## config.mk

```make
export PLATFORM = sky130hd
export DESIGN_NAME = fp_mul_seq
export DESIGN_NICKNAME = d
export VERILOG_FILES = /design/src/rtl/fp_mul_seq.sv
export SDC_FILE = /design/constraint.sdc
export NUM_CORES = 1
export LEC_CHECK = 0
export CAP_MARGIN = 0
export CORE_MARGIN = 2
export CORE_UTILIZATION = 59
export DETAILED_ROUTE_END_ITERATION = 8
export PLACE_DENSITY_LB_ADDON = 0.05
export SLEW_MARGIN = 20
export SYNTH_ARGS = -nofsm -noshare
export SYNTH_HDL_FRONTEND = slang
export SYNTH_SLANG_ARGS = --single-unit
```

## constraint.sdc

```tcl
create_clock -name clk -period 3.92 [get_ports clk]
set_input_delay 0.392 -clock clk [delete_from_list [all_inputs] [get_ports clk]]
set_output_delay 0.392 -clock clk [all_outputs]
set_load 0.03 [all_outputs]
```

## src/rtl/fp_mul_seq.sv

```systemverilog
// Sequential IEEE-754 single-precision multiplier with start/busy/ready handshake.
// Shift-add significand product, flush-to-zero on inputs and results, round-to-nearest-even.
module fp_mul_seq #(
  parameter int unsigned BITS_PER_CYCLE = 1
) (
  input  logic        clk,
  input  logic        clrn,
  input  logic [31:0] a,
  input  logic [31:0] b,
  input  logic        start,
  output logic [31:0] product,
  output logic [3:0]  flags,
  output logic        busy,
  output logic        ready
);

  localparam int unsigned MulCycles = 24 / BITS_PER_CYCLE;
  localparam logic [4:0]  MulCyclesW = 5'(MulCycles);
  localparam logic [31:0] QNan = 32'h7fc0_0000;

  if (!(BITS_PER_CYCLE == 1 || BITS_PER_CYCLE == 2 || BITS_PER_CYCLE == 4)) begin : gen_bad_bpc
    $error("fp_mul_seq: BITS_PER_CYCLE must be 1, 2 or 4");
  end

  typedef enum logic [2:0] {StIdle, StUnpack, StMul, StNorm, StRound, StDone} state_e;

  state_e state_q, state_d;

  logic [31:0]       a_q, b_q;
  logic              sign_q;
  logic signed [9:0] exp_q;
  logic [23:0]       ma_q, mb_q;
  logic [47:0]       acc_q;
  logic [4:0]        cnt_q;
  logic [23:0]       mant_q;
  logic              guard_q, round_q, sticky_q;
  logic              spec_q;
  logic [31:0]       spec_prod_q;
  logic [3:0]        spec_flags_q;
  logic [31:0]       product_q;
  logic [3:0]        flags_q;

  // Operand classification (denormals already look like zero since only ea==0 is tested)
  logic [7:0]        ea, eb;
  logic [22:0]       fa, fb;
  logic              a_zero, b_zero, a_inf, b_inf, a_nan, b_nan, a_snan, b_snan;
  logic              sign_n;
  logic signed [9:0] exp_sum;

  always_comb begin
    ea      = a_q[30:23];
    eb      = b_q[30:23];
    fa      = a_q[22:0];
    fb      = b_q[22:0];
    a_zero  = (ea == 8'h00);
    b_zero  = (eb == 8'h00);
    a_inf   = (ea == 8'hff) && (fa == 23'h0);
    b_inf   = (eb == 8'hff) && (fb == 23'h0);
    a_nan   = (ea == 8'hff) && (fa != 23'h0);
    b_nan   = (eb == 8'hff) && (fb != 23'h0);
    a_snan  = a_nan && !fa[22];
    b_snan  = b_nan && !fb[22];
    sign_n  = a_q[31] ^ b_q[31];
    exp_sum = $signed({2'b00, ea}) + $signed({2'b00, eb}) - 10'sd127;
  end

  logic        spec_hit;
  logic [31:0] spec_prod;
  logic [3:0]  spec_flags;

  always_comb begin
    spec_hit   = 1'b1;
    spec_prod  = 32'h0;
    spec_flags = 4'h0;
    if (a_nan || b_nan) begin
      spec_prod  = QNan;
      spec_flags = {a_snan || b_snan, 3'b000};
    end else if ((a_inf && b_zero) || (a_zero && b_inf)) begin
      spec_prod  = QNan;
      spec_flags = 4'b1000;
    end else if (a_inf || b_inf) begin
      spec_prod = {sign_n, 31'h7f80_0000};
    end else if (a_zero || b_zero) begin
      spec_prod = {sign_n, 31'h0};
    end else begin
      spec_hit = 1'b0;
    end
  end

  // MSB-first shift-add: retire BITS_PER_CYCLE multiplier bits per cycle
  logic [47:0] acc_step;
  logic [23:0] mb_step;

  always_comb begin
    acc_step = acc_q;
    mb_step  = mb_q;
    for (int unsigned i = 0; i < BITS_PER_CYCLE; i++) begin
      acc_step = {acc_step[46:0], 1'b0} + (mb_step[23] ? {24'h0, ma_q} : 48'h0);
      mb_step  = {mb_step[22:0], 1'b0};
    end
  end

  logic [23:0]       mant_n;
  logic              guard_n, round_n, sticky_n;
  logic signed [9:0] exp_n;

  always_comb begin
    if (acc_q[47]) begin
      mant_n   = acc_q[47:24];
      guard_n  = acc_q[23];
      round_n  = acc_q[22];
      sticky_n = |acc_q[21:0];
      exp_n    = exp_q + 10'sd1;
    end else begin
      mant_n   = acc_q[46:23];
      guard_n  = acc_q[22];
      round_n  = acc_q[21];
      sticky_n = |acc_q[20:0];
      exp_n    = exp_q;
    end
  end

  logic              round_up;
  logic [24:0]       mant_sum;
  logic [22:0]       frac_r;
  logic signed [9:0] exp_r;
  logic              inexact_r;
  logic [31:0]       res_prod;
  logic [3:0]        res_flags;

  always_comb begin
    round_up  = guard_q & (round_q | sticky_q | mant_q[0]);
    mant_sum  = {1'b0, mant_q} + {24'h0, round_up};
    inexact_r = guard_q | round_q | sticky_q;
    if (mant_sum[24]) begin
      frac_r = mant_sum[23:1];
      exp_r  = exp_q + 10'sd1;
    end else begin
      frac_r = mant_sum[22:0];
      exp_r  = exp_q;
    end
    if (spec_q) begin
      res_prod  = spec_prod_q;
      res_flags = spec_flags_q;
    end else if (exp_r >= 10'sd255) begin
      res_prod  = {sign_q, 31'h7f80_0000};
      res_flags = 4'b0101;
    end else if (exp_r <= 10'sd0) begin
      res_prod  = {sign_q, 31'h0};
      res_flags = 4'b0011;
    end else begin
      res_prod  = {sign_q, exp_r[7:0], frac_r};
      res_flags = {3'b000, inexact_r};
    end
  end

  always_comb begin
    state_d = state_q;
    unique case (state_q)
      StIdle:   if (start) state_d = StUnpack;
      StUnpack: state_d = StMul;
      StMul:    if (cnt_q == 5'd1) state_d = StNorm;
      StNorm:   state_d = StRound;
      StRound:  state_d = StDone;
      StDone:   state_d = start ? StUnpack : StIdle;
      default:  state_d = StIdle;
    endcase
  end

  always_ff @(posedge clk or negedge clrn) begin
    if (!clrn) begin
      state_q <= StIdle;
    end else begin
      state_q <= state_d;
    end
  end

  always_ff @(posedge clk or negedge clrn) begin
    if (!clrn) begin
      a_q          <= '0;
      b_q          <= '0;
      sign_q       <= 1'b0;
      exp_q        <= '0;
      ma_q         <= '0;
      mb_q         <= '0;
      acc_q        <= '0;
      cnt_q        <= '0;
      mant_q       <= '0;
      guard_q      <= 1'b0;
      round_q      <= 1'b0;
      sticky_q     <= 1'b0;
      spec_q       <= 1'b0;
      spec_prod_q  <= '0;
      spec_flags_q <= '0;
      product_q    <= '0;
      flags_q      <= '0;
    end else begin
      unique case (state_q)
        StIdle, StDone: begin
          if (start) begin
            a_q <= a;
            b_q <= b;
          end
        end
        StUnpack: begin
          sign_q       <= sign_n;
          exp_q        <= exp_sum;
          ma_q         <= {1'b1, fa};
          mb_q         <= {1'b1, fb};
          acc_q        <= '0;
          cnt_q        <= MulCyclesW;
          spec_q       <= spec_hit;
          spec_prod_q  <= spec_prod;
          spec_flags_q <= spec_flags;
        end
        StMul: begin
          acc_q <= acc_step;
          mb_q  <= mb_step;
          cnt_q <= cnt_q - 5'd1;
        end
        StNorm: begin
          mant_q   <= mant_n;
          guard_q  <= guard_n;
          round_q  <= round_n;
          sticky_q <= sticky_n;
          exp_q    <= exp_n;
        end
        StRound: begin
          product_q <= res_prod;
          flags_q   <= res_flags;
        end
        default: ;
      endcase
    end
  end

  assign product = product_q;
  assign flags   = flags_q;
  assign busy    = (state_q == StUnpack) || (state_q == StMul) ||
                   (state_q == StNorm) || (state_q == StRound);
  assign ready   = (state_q == StDone);

endmodule

```

### Yosys cells after proc, flatten, opt, wreduce, memory -nomap -nowiden

Index checks and enable logic that the tools add are counted.

| word-level totals | value |
|---|---|
| register bits | 279 |
| input bits | 67 |
| output and inout bits | 38 |
| logic and storage cells | 108 |

| cells by class | value |
|---|---|
| $add $sub $neg | 6 |
| magnitude comparators | 2 |
| equal/unequal tests | 11 |
| muxes and demuxes | 32 |
| bitwise logic cells | 6 |
| reduce and logical (&&, ||, !) cells | 33 |

Operators by type and width:

| cell | number |
|---|---|
| 32-bit two-way mux | 5 |
| 48-bit one-hot mux with 2 select lines | 1 |
| 31-bit two-way mux | 2 |
| 48-bit by 24-bit adder with 48-bit output | 1 |
| 24-bit two-way mux | 2 |
| 24-bit one-hot mux with 2 select lines | 1 |
| 23-bit logical NOT | 2 |
| 23-bit nonzero test | 2 |
| 24-bit by 1-bit adder with 25-bit output | 1 |
| 23-bit two-way mux | 1 |
| 22-bit OR reduction | 1 |
| 21-bit OR reduction | 1 |
| 10-bit two-way mux | 2 |
| 10-bit one-hot mux with 2 select lines | 1 |
| 3-bit one-hot mux with 6 select lines | 1 |
| 8-bit == test, second input constant | 2 |
| 8-bit logical NOT | 2 |
| 4-bit two-way mux | 3 |
| 10-bit by 2-bit adder with 10-bit output, second input constant | 1 |
| 10-bit by 9-bit >= comparator with 1-bit output, second input constant | 1 |
| 10-bit by 1-bit less-or-equal comparator with 1-bit output, second input constant | 1 |
| 5-bit one-hot mux with 2 select lines | 1 |
| 9-bit by 7-bit subtractor with 10-bit output, second input constant | 1 |
| 8-bit by 8-bit adder with 9-bit output | 1 |
| other kinds (19) | 53 |

### Logic depth before layout (Yosys ltp)

Gate-level depths: netlist of run 1.

| depth | value |
|---|---|
| word-level depth | 9 |
| depth in mapped cells | 12 |
| depth with buffers taken out | 12 |

### Least setup slack after synthesis of run 1

OpenSTA, ideal clock, no wires.

| timing | value |
|---|---|
| path type | flip-flop to flip-flop |
| from | register mb_q[23] |
| to | register acc_q[41] |
| setup time | 0.119 ns |
| arrival | 2.828 ns |
| data required time | 3.801 ns |
| setup slack | 0.972 ns |
| stages on the path, launching flop included | 12 |
| path buffers | 1 |
| period minus slack after synthesis | 2.948 ns |
| cells stage by stage | dfrtp_1 and2_1 ha_1 fa_1 a211o_1 a211o_1 a31oi_1 o21ai_0 clkbuf_1 o2111ai_1 mux2i_1 nand2_1 |

| between the ends | value |
|---|---|
| cells in the longest elaborated chain, start to end | 3 |

Ends and longest elaborated chain:

| what | line | text |
|---|---|---|
| start, declared | 32 | `logic [23:0] ma_q, mb_q;` |
| start signal, assigned | 209 | `mb_q <= {1'b1, fb};` |
| start signal, assigned | 218 | `mb_q <= mb_step;` |
| 24-bit two-way mux | 98 | `acc_step = {acc_step[46:0], 1'b0} + (mb_step[23] ? {24'h0, ma_q} : 48'h0);` |
| 48-bit by 24-bit adder with 48-bit output | 98 |  |
| 48-bit one-hot mux with 2 select lines | 198 | `unique case (state_q)` |
| end signal, assigned | 217 | `acc_q <= acc_step;` |
| end, declared | 33 | `logic [47:0] acc_q;` |

No other way between the ends.
A chain may end at the register's enable or synchronous reset.

### Worst setup path in the final report of run 1

| timing | value |
|---|---|
| from | register mb_q[23] |
| to | register acc_q[39] |

The elaborated chain is that of the path after synthesis.

==> results.sh, run 1 <==
export IMPL_routed_wl_mm=31.7
export IMPL_timing_critical_path_fanout_max=19
export IMPL_hold_class="in2reg"
export IMPL_hold_path_depth=3
export IMPL_fp_dieH_um=155
export IMPL_start_kind="flip-flop"
export IMPL_grt_use_met1_pct=36.1
export IMPL_synth_edf_count=0
export IMPL_rows=55
export IMPL_finalCritPeriodShare_pct=85.2
export IMPL_syn_area_um2=13500
export IMPL_port_buffers=104
export IMPL_worst_pin_slew_ns=0.850
export IMPL_power_density_nw_per_um2=821
export IMPL_grt_overflow=0
export IMPL_period_minus_slack_ns=3.34
export IMPL_p_comb_share_pct=43.2
export IMPL_grt_busiest_layer="met2"
export IMPL_reg2reg_depth=11
export IMPL_crit_type="reg2reg"
export IMPL_fp_dieW_um=155
export IMPL_grtUsageMet2_pct=45.4
export IMPL_dieArea_um2=24100
export IMPL_slew_viol_final=0
export IMPL_grt_max_degree=106
export IMPL_antenna_found_initial=1
export IMPL_synthArstFlopShare_pct=100
export IMPL_p_clk_share_pct=20.8
export IMPL_cts_tree="built"
export IMPL_synth_top_family_by_area="simple AND/OR/NAND/NOR gates"
export IMPL_syn_inst=1420
export IMPL_finalSetupViolations=0
export IMPL_synth_fa_ha_area_share_pct=4.26
export IMPL_start_util_pct=59.9
export IMPL_crit_chain="and2_1, ha_1, fa_1, a211o_1, a211o_1, a31oi_1, o21ai_0, buf_4, nor2_1, or4_1, nand3_1"
export IMPL_synthMuxAreaShare_pct=7.62
export IMPL_syn_avg_cell_area_um2=9.52
export IMPL_ios=105
export IMPL_grt_pass1_vias=10600
export IMPL_cts_root_buf="clkbuf_16"
export IMPL_tns_ns=0
export IMPL_cp_slowest_cell="dfrtp_1"
export IMPL_clkSinkCount=247
export IMPL_fin_skew_ns=0.0148
export IMPL_synth_compound_area_share_pct=16.1
export IMPL_r2r_slack_ns=0.58
export IMPL_yosysSeqAreaShare_pct=45.7
export IMPL_synth_fp_nets=1531
export IMPL_holdWs_ns=0.402
export IMPL_vias=10900
export IMPL_cp_num_buf_inv=1
export IMPL_grt_pass1_wl_mm=53.4
export IMPL_power_share_switching_pct=40.8
export IMPL_p_sw_mw=5.29
export IMPL_fin_nets=1609
export IMPL_outcome="finished clean"
export IMPL_crit_top_cell="a211o_1"
export IMPL_cap_violations=0
export IMPL_synth_flop_cell="dfrtp_1"
export IMPL_clock_fmax_mhz=299
export IMPL_arrival_ns=3.76
export IMPL_synth_xor_area_share_pct=4.34
export IMPL_antenna_left=0
export IMPL_slew_headroom_pct=43.3
export IMPL_cellLeakagePower_nw=6.72
export IMPL_peakVddDrop_mv=0.470
export IMPL_ys_seq_elements=247
export IMPL_area_delta_synth_final_pct=17.0
export IMPL_coreArea_um2=22600
export IMPL_first_pass_iters=7
export IMPL_wire_per_inst_um=17.6
export IMPL_drc=0
export IMPL_clk_pin_slew_ns=0.07
export IMPL_vias_per_cell=6.02
export IMPL_cts_max_level=1
export IMPL_power_frac_seq_pct=35.9
export IMPL_drt_iter0_drc=657
export IMPL_hpwl_mm=22.2
export IMPL_postCtsSetupBuffers=0
export IMPL_synth_simple_gate_area_share_pct=18.5
export IMPL_place_gp_congestion=0.903
export IMPL_yosysTopAreaCell="dfrtp_1"
export IMPL_synth_top_area_share_pct=45.7
export IMPL_worst_path_stages=11
export IMPL_cts_made_buffers=28
export IMPL_grt_usage_pct=26.9
export IMPL_path_delay_family="compound AO/OA/AOI/OAI gates"
export IMPL_intPower_mw=7.69
export IMPL_synth_area_top_cells="dfrtp_1 (46%), nand2_1 (6.9%), mux2_2 (5.2%)"
export IMPL_critPathMaxStageDelay_ns=0.58
export IMPL_ctsLongestPathBuffers=3
export IMPL_cp_end_kind="flip-flop"
export IMPL_synth_cell_types=81
export IMPL_insertion_delay_ns=0.54
export IMPL_hold_viol=0
export IMPL_rsz0062_at_grt="false"
export IMPL_worstPathRequired_ns=4.34
export IMPL_ys_warn_count=0
export IMPL_use_met3_pct=3.43
export IMPL_drive_above_1_share_pct=11.4
[cell type report]
cell class / count / area [um^2]
Antenna cell: 1 / 2.50
Tap cell: 285 / 357
Sequential cell: 247 / 6180
Inverter: 29 / 109
Timing Repair Buffer: 133 / 1280
Multi-Input combinational cell: 1059 / 6920
Clock buffer: 39 / 833
Clock inverter: 9 / 129
Fill cell: 1810 / 6760
[per-stage QoR]
step / cell area (um^2) / setup slack (ns) / utilization [%] / cells / total power, mW
2_1_floorplan: 13500 / 0.972 / - / 1420 / 8.61
3_3_place_gp: 14800 / 0.392 / 65.7 / 1752 / 10.1
3_5_place_dp: 14800 / 0.603 / 65.7 / 1752 / 10.3
4_1_cts: 15800 / 0.577 / 70.0 / 1801 / 13.0
5_1_grt: 15800 / 0.407 / 70.0 / 1802 / 14.0
6_report: 15800 / 0.580 / 70.0 / 1802 / 13.0
[power groups by stage]
| stage | registers, mW | logic (mW) | clock network, mW |
|---|---|---|---|
| after floorplan | 4.52 | 4.10 | 0 |
| final | 4.66 | 5.61 | 2.71 |
| after global routing | 4.81 | 6.31 | 2.85 |
| after detailed placement | 4.69 | 5.59 | 0 |
| after CTS | 4.66 | 5.64 | 2.74 |
| after global placement | 4.65 | 5.48 | 0 |
[cells in the mapped netlist (16+ instances only)]
| cell | number |
|---|---|
| a21oi_1 | 69 |
| a22oi_1 | 32 |
| and2_1 | 25 |
| and3_1 | 16 |
| clkbuf_1 | 64 |
| dfrtp_1 | 247 |
| ha_1 | 42 |
| inv_1 | 27 |
| mux2_2 | 63 |
| mux2i_1 | 32 |
| nand2_1 | 250 |
| nand3_1 | 27 |
| nand4_1 | 19 |
| nor2_1 | 85 |
| nor3_1 | 28 |
| nor4_1 | 20 |
| o211ai_1 | 21 |
| o21ai_0 | 88 |
| xnor2_1 | 31 |
| xor2_1 | 36 |
[cell usage in the layout, fill, tap and decap left out, types with 9 or more instances in the layout]
master and n:
o31ai_2 9, clkbuf_16 29, a31oi_1 10, nand2_1 250, clkdlybuf4s50_1 103, a22oi_1 32, buf_4 27, inv_1 27
nor4_1 20, or4_1 12, mux2i_1 32, mux2_2 63, xor2_1 36, xnor2_1 31, nand3_1 27, and2_1 25
ha_1 42, o21ai_0 88, a21oi_1 68, dfrtp_1 247, a211oi_1 9, nor2_1 83, and3_1 16, nor3_1 26
o211ai_1 21, nand4_1 19, a22o_1 10
[path summary, 6_finish.rpt]
path	start	to
min in group asynchronous	clrn	exp_q[4]$_DFFE_PN0P_
hold / removal	a[30]	a_q[30]$_DFFE_PN0P_
setup / recovery	mb_q[23]$_DFFE_PN0N_	acc_q[39]$_DFFE_PN0N_
max in group asynchronous	clrn	b_q[0]$_DFFE_PN0P_
setup reg to reg	mb_q[23]$_DFFE_PN0N_	acc_q[39]$_DFFE_PN0N_
hold reg to reg	ma_q[6]$_DFFE_PN0P_	ma_q[6]$_DFFE_PN0P_
[sequential cells by signal, indices dropped and copies added, names as in the netlist, 4 cells and up]
register  count
mb_q         24
flags         4
ma_q         24
acc_q        48
mant_q       24
product      32
exp_q        10
a_q          32
b_q          32
cnt_q         5
[cell families after synthesis]
group / after synthesis
DFF: 247
muxes: 95
xor gates and xnor gates: 67
buffers and inverters: 114
and+or+nand+nor: 526
AOI/OAI and AO/OA: 326
adders and majority gates: 45
[worst register-to-register path, cell delays in order, from the launching register on]
cell and delay (ns):
dfrtp_1 0.58, and2_1 0.25, ha_1 0.22, fa_1 0.43, a211o_1 0.33, a211o_1 0.27
a31oi_1 0.28, o21ai_0 0.14, buf_4 0.20, nor2_1 0.28, or4_1 0.16, nand3_1 0.08
[routing by layer]
| metal | wire [um] | up-vias |
|---|---|---|
| li1 | - | 5266 |
| met1 | 14100 | 5235 |
| met2 | 15300 | 281 |
| met3 | 1350 | 68 |
| met4 | 1060 | 0 |
| met5 | 0 | - |
[timing repair]
item                                   CTS  global route
hold buffers                             1             0
resized for setup                        0             0
endpoints found under the hold margin  101             0
No activity file was read; power rests on OpenSTA's default activity.
==> run 2: changes to the inputs <==
--- a/config.mk
+++ b/config.mk
@@ -8,6 +8,7 @@
 export CAP_MARGIN = 0
 export CORE_MARGIN = 2
 export CORE_UTILIZATION = 59
+export CTS_BUF_LIST = sky130_fd_sc_hd__clkbuf_4 sky130_fd_sc_hd__clkbuf_8 sky130_fd_sc_hd__clkbuf_16
 export DETAILED_ROUTE_END_ITERATION = 8
 export PLACE_DENSITY_LB_ADDON = 0.05
 export SLEW_MARGIN = 20
==> run 2 against run 1 <==
Effect of this change:
- non-clock buffer count unchanged
- register-to-register slack about the same
- routed wire length is essentially flat
- total power increased by 0.18%
- critical path depth did not move
- critical path type unchanged
- clock power about the same
- critical endpoint unchanged
- first-iteration DRC count is 3.0% higher
- sequential power is essentially flat
- clock skew grew 0.0017 ns
==> results.sh, run 2 (synthesis results as in run 1) <==
export IMPL_crit_type="reg2reg"
export IMPL_cts_root_buf="clkbuf_16"
export IMPL_finalCritPeriodShare_pct=85.1
export IMPL_drive_above_1_share_pct=11.6
export IMPL_fin_nets=1609
export IMPL_grt_overflow=0
export IMPL_slew_viol_final=0
export IMPL_largest_reg_flops=48
export IMPL_outcome="finished clean"
export IMPL_first_pass_iters=5
export IMPL_final_cell_mix="nand2_1 (250), dfrtp_1 (247), clkdlybuf4s50_1 (103), o21ai_0 (88), nor2_1 (83)"
export IMPL_rsz0062_at_grt="false"
export IMPL_path_delay_family="compound AO/OA/AOI/OAI gates"
export IMPL_p_clk_share_pct=21.0
export IMPL_start_util_pct=59.9
export IMPL_hpwl_mm=22.2
export IMPL_grt_pass1_vias=10600
export IMPL_cellLeakagePower_nw=6.74
export IMPL_nFillCells=1807
export IMPL_drc=0
export IMPL_drt_iter0_drc=677
export IMPL_fp_dieW_um=155
export IMPL_p_comb_share_pct=43.2
export IMPL_power_share_switching_pct=40.7
export IMPL_vias_per_cell=6.01
export IMPL_clk_pin_slew_ns=0.07
export IMPL_power_frac_seq_pct=35.9
export IMPL_grt_max_degree=106
export IMPL_cp_slowest_cell="dfrtp_1"
export IMPL_crit_top_cell="a211o_1"
export IMPL_cts_max_level=1
export IMPL_intPower_mw=7.71
export IMPL_hold_viol=0
export IMPL_port_buffers=104
export IMPL_routed_wl_mm=31.8
export IMPL_final_common_cell="nand2_1"
export IMPL_hold_class="in2reg"
export IMPL_cts_tree="built"
export IMPL_antenna_found_initial=1
export IMPL_vias=10800
export IMPL_cap_violations=0
export IMPL_p_sw_mw=5.30
export IMPL_cp_end_kind="flip-flop"
export IMPL_insertion_delay_ns=0.54
export IMPL_finalSetupViolations=0
export IMPL_ios=105
export IMPL_area_delta_synth_final_pct=17.1
export IMPL_worst_pin_slew_ns=0.855
export IMPL_period_minus_slack_ns=3.34
export IMPL_start_kind="flip-flop"
export IMPL_top_register="acc_q"
export IMPL_slew_headroom_pct=43.0
export IMPL_arrival_ns=3.75
export IMPL_coreArea_um2=22600
export IMPL_power_density_nw_per_um2=822
export IMPL_wire_per_inst_um=17.6
export IMPL_cts_made_buffers=28
export IMPL_grt_usage_pct=26.9
export IMPL_clock_fmax_mhz=300
export IMPL_place_gp_congestion=0.903
export IMPL_peakVddDrop_mv=0.470
export IMPL_post_cts_resized=0
export IMPL_antenna_left=0
export IMPL_grt_pass1_wl_mm=53.4
export IMPL_dieArea_um2=24100
export IMPL_ctsLongestPathBuffers=3
export IMPL_tns_ns=0
export IMPL_clkSinkCount=247
export IMPL_fp_dieH_um=155
export IMPL_cp_num_buf_inv=1
export IMPL_timing_critical_path_fanout_max=19
export IMPL_rows=55
export IMPL_worstPathRequired_ns=4.34
export IMPL_fin_skew_ns=0.0165
export IMPL_utilization_pct=70.1
export IMPL_crit_chain="and2_1, ha_1, fa_1, a211o_1, a211o_1, a31oi_1, o21ai_0, buf_4, nor2_1, or4_1, nand3_1"
export IMPL_critPathMaxStageDelay_ns=0.57
run 2: metrics by stage:
step	worst slack [ns]	area (um^2)	total power, mW	cells	hold slack (ns)
after floorplan	0.972	13500	8.61	1420	0.0964
after global placement	0.392	14800	10.1	1752	0.451
after detailed placement	0.603	14800	10.3	1752	0.456
after CTS	0.577	15800	13.1	1801	0.394
after global routing	0.407	15800	14.0	1802	0.431
final	0.585	15800	13.0	1802	0.402
run 2: layout make-up:
cell class	instances	area, um^2	area share, %
antenna	1	2.50	0.0158
clock buffer	39	845	5.34
clock inverter	9	129	0.815
inverter	29	109	0.688
multi-input combinational	1059	6920	43.7
sequential	247	6180	39.1
tap	285	357	2.25
timing repair buffer	133	1280	8.08
run 2: layer usage:
metal	part of all wire, %	vias up	track usage, %
li1	-	5263	-
met1	44	5219	36.1
met2	48	289	45.4
met3	4.2	68	3.43
met4	3.3	0	9.39
met5	0	-	0
run 2: worst min-delay path, cell delays in order:
cell             delay [ns]
clkdlybuf4s50_1        0.40
nand2_1                0.05
o21ai_0                0.06
run 2: path summary, 6_finish.rpt:
kind	end	slack [ns]	cells past startpoint	startpoint
worst max register to register	acc_q[39]$_DFFE_PN0N_	0.58	11	mb_q[23]$_DFFE_PN0N_
worst max-delay path	acc_q[39]$_DFFE_PN0N_	0.58	11	mb_q[23]$_DFFE_PN0N_
min in group asynchronous	exp_q[4]$_DFFE_PN0P_	0.45	2	clrn
worst min register to register	ma_q[6]$_DFFE_PN0P_	0.47	2	ma_q[6]$_DFFE_PN0P_
worst min-delay path	a_q[30]$_DFFE_PN0P_	0.40	3	a[30]
max in group asynchronous	b_q[0]$_DFFE_PN0P_	2.36	3	clrn
run 2: power groups by stage:
stage / sequential (mW) / combinational (mW) / clock (mW)
floorplan: 4.52 / 4.10 / 0
global placement: 4.65 / 5.48 / 0
detailed placement: 4.69 / 5.59 / 0
CTS: 4.66 / 5.64 / 2.76
global route: 4.81 / 6.31 / 2.87
finish: 4.66 / 5.61 / 2.73
run 2: repair_timing:
action                                 CTS  global route
setup buffers                            0             0
hold buffers                             1             0
endpoints found under the hold margin  101             0
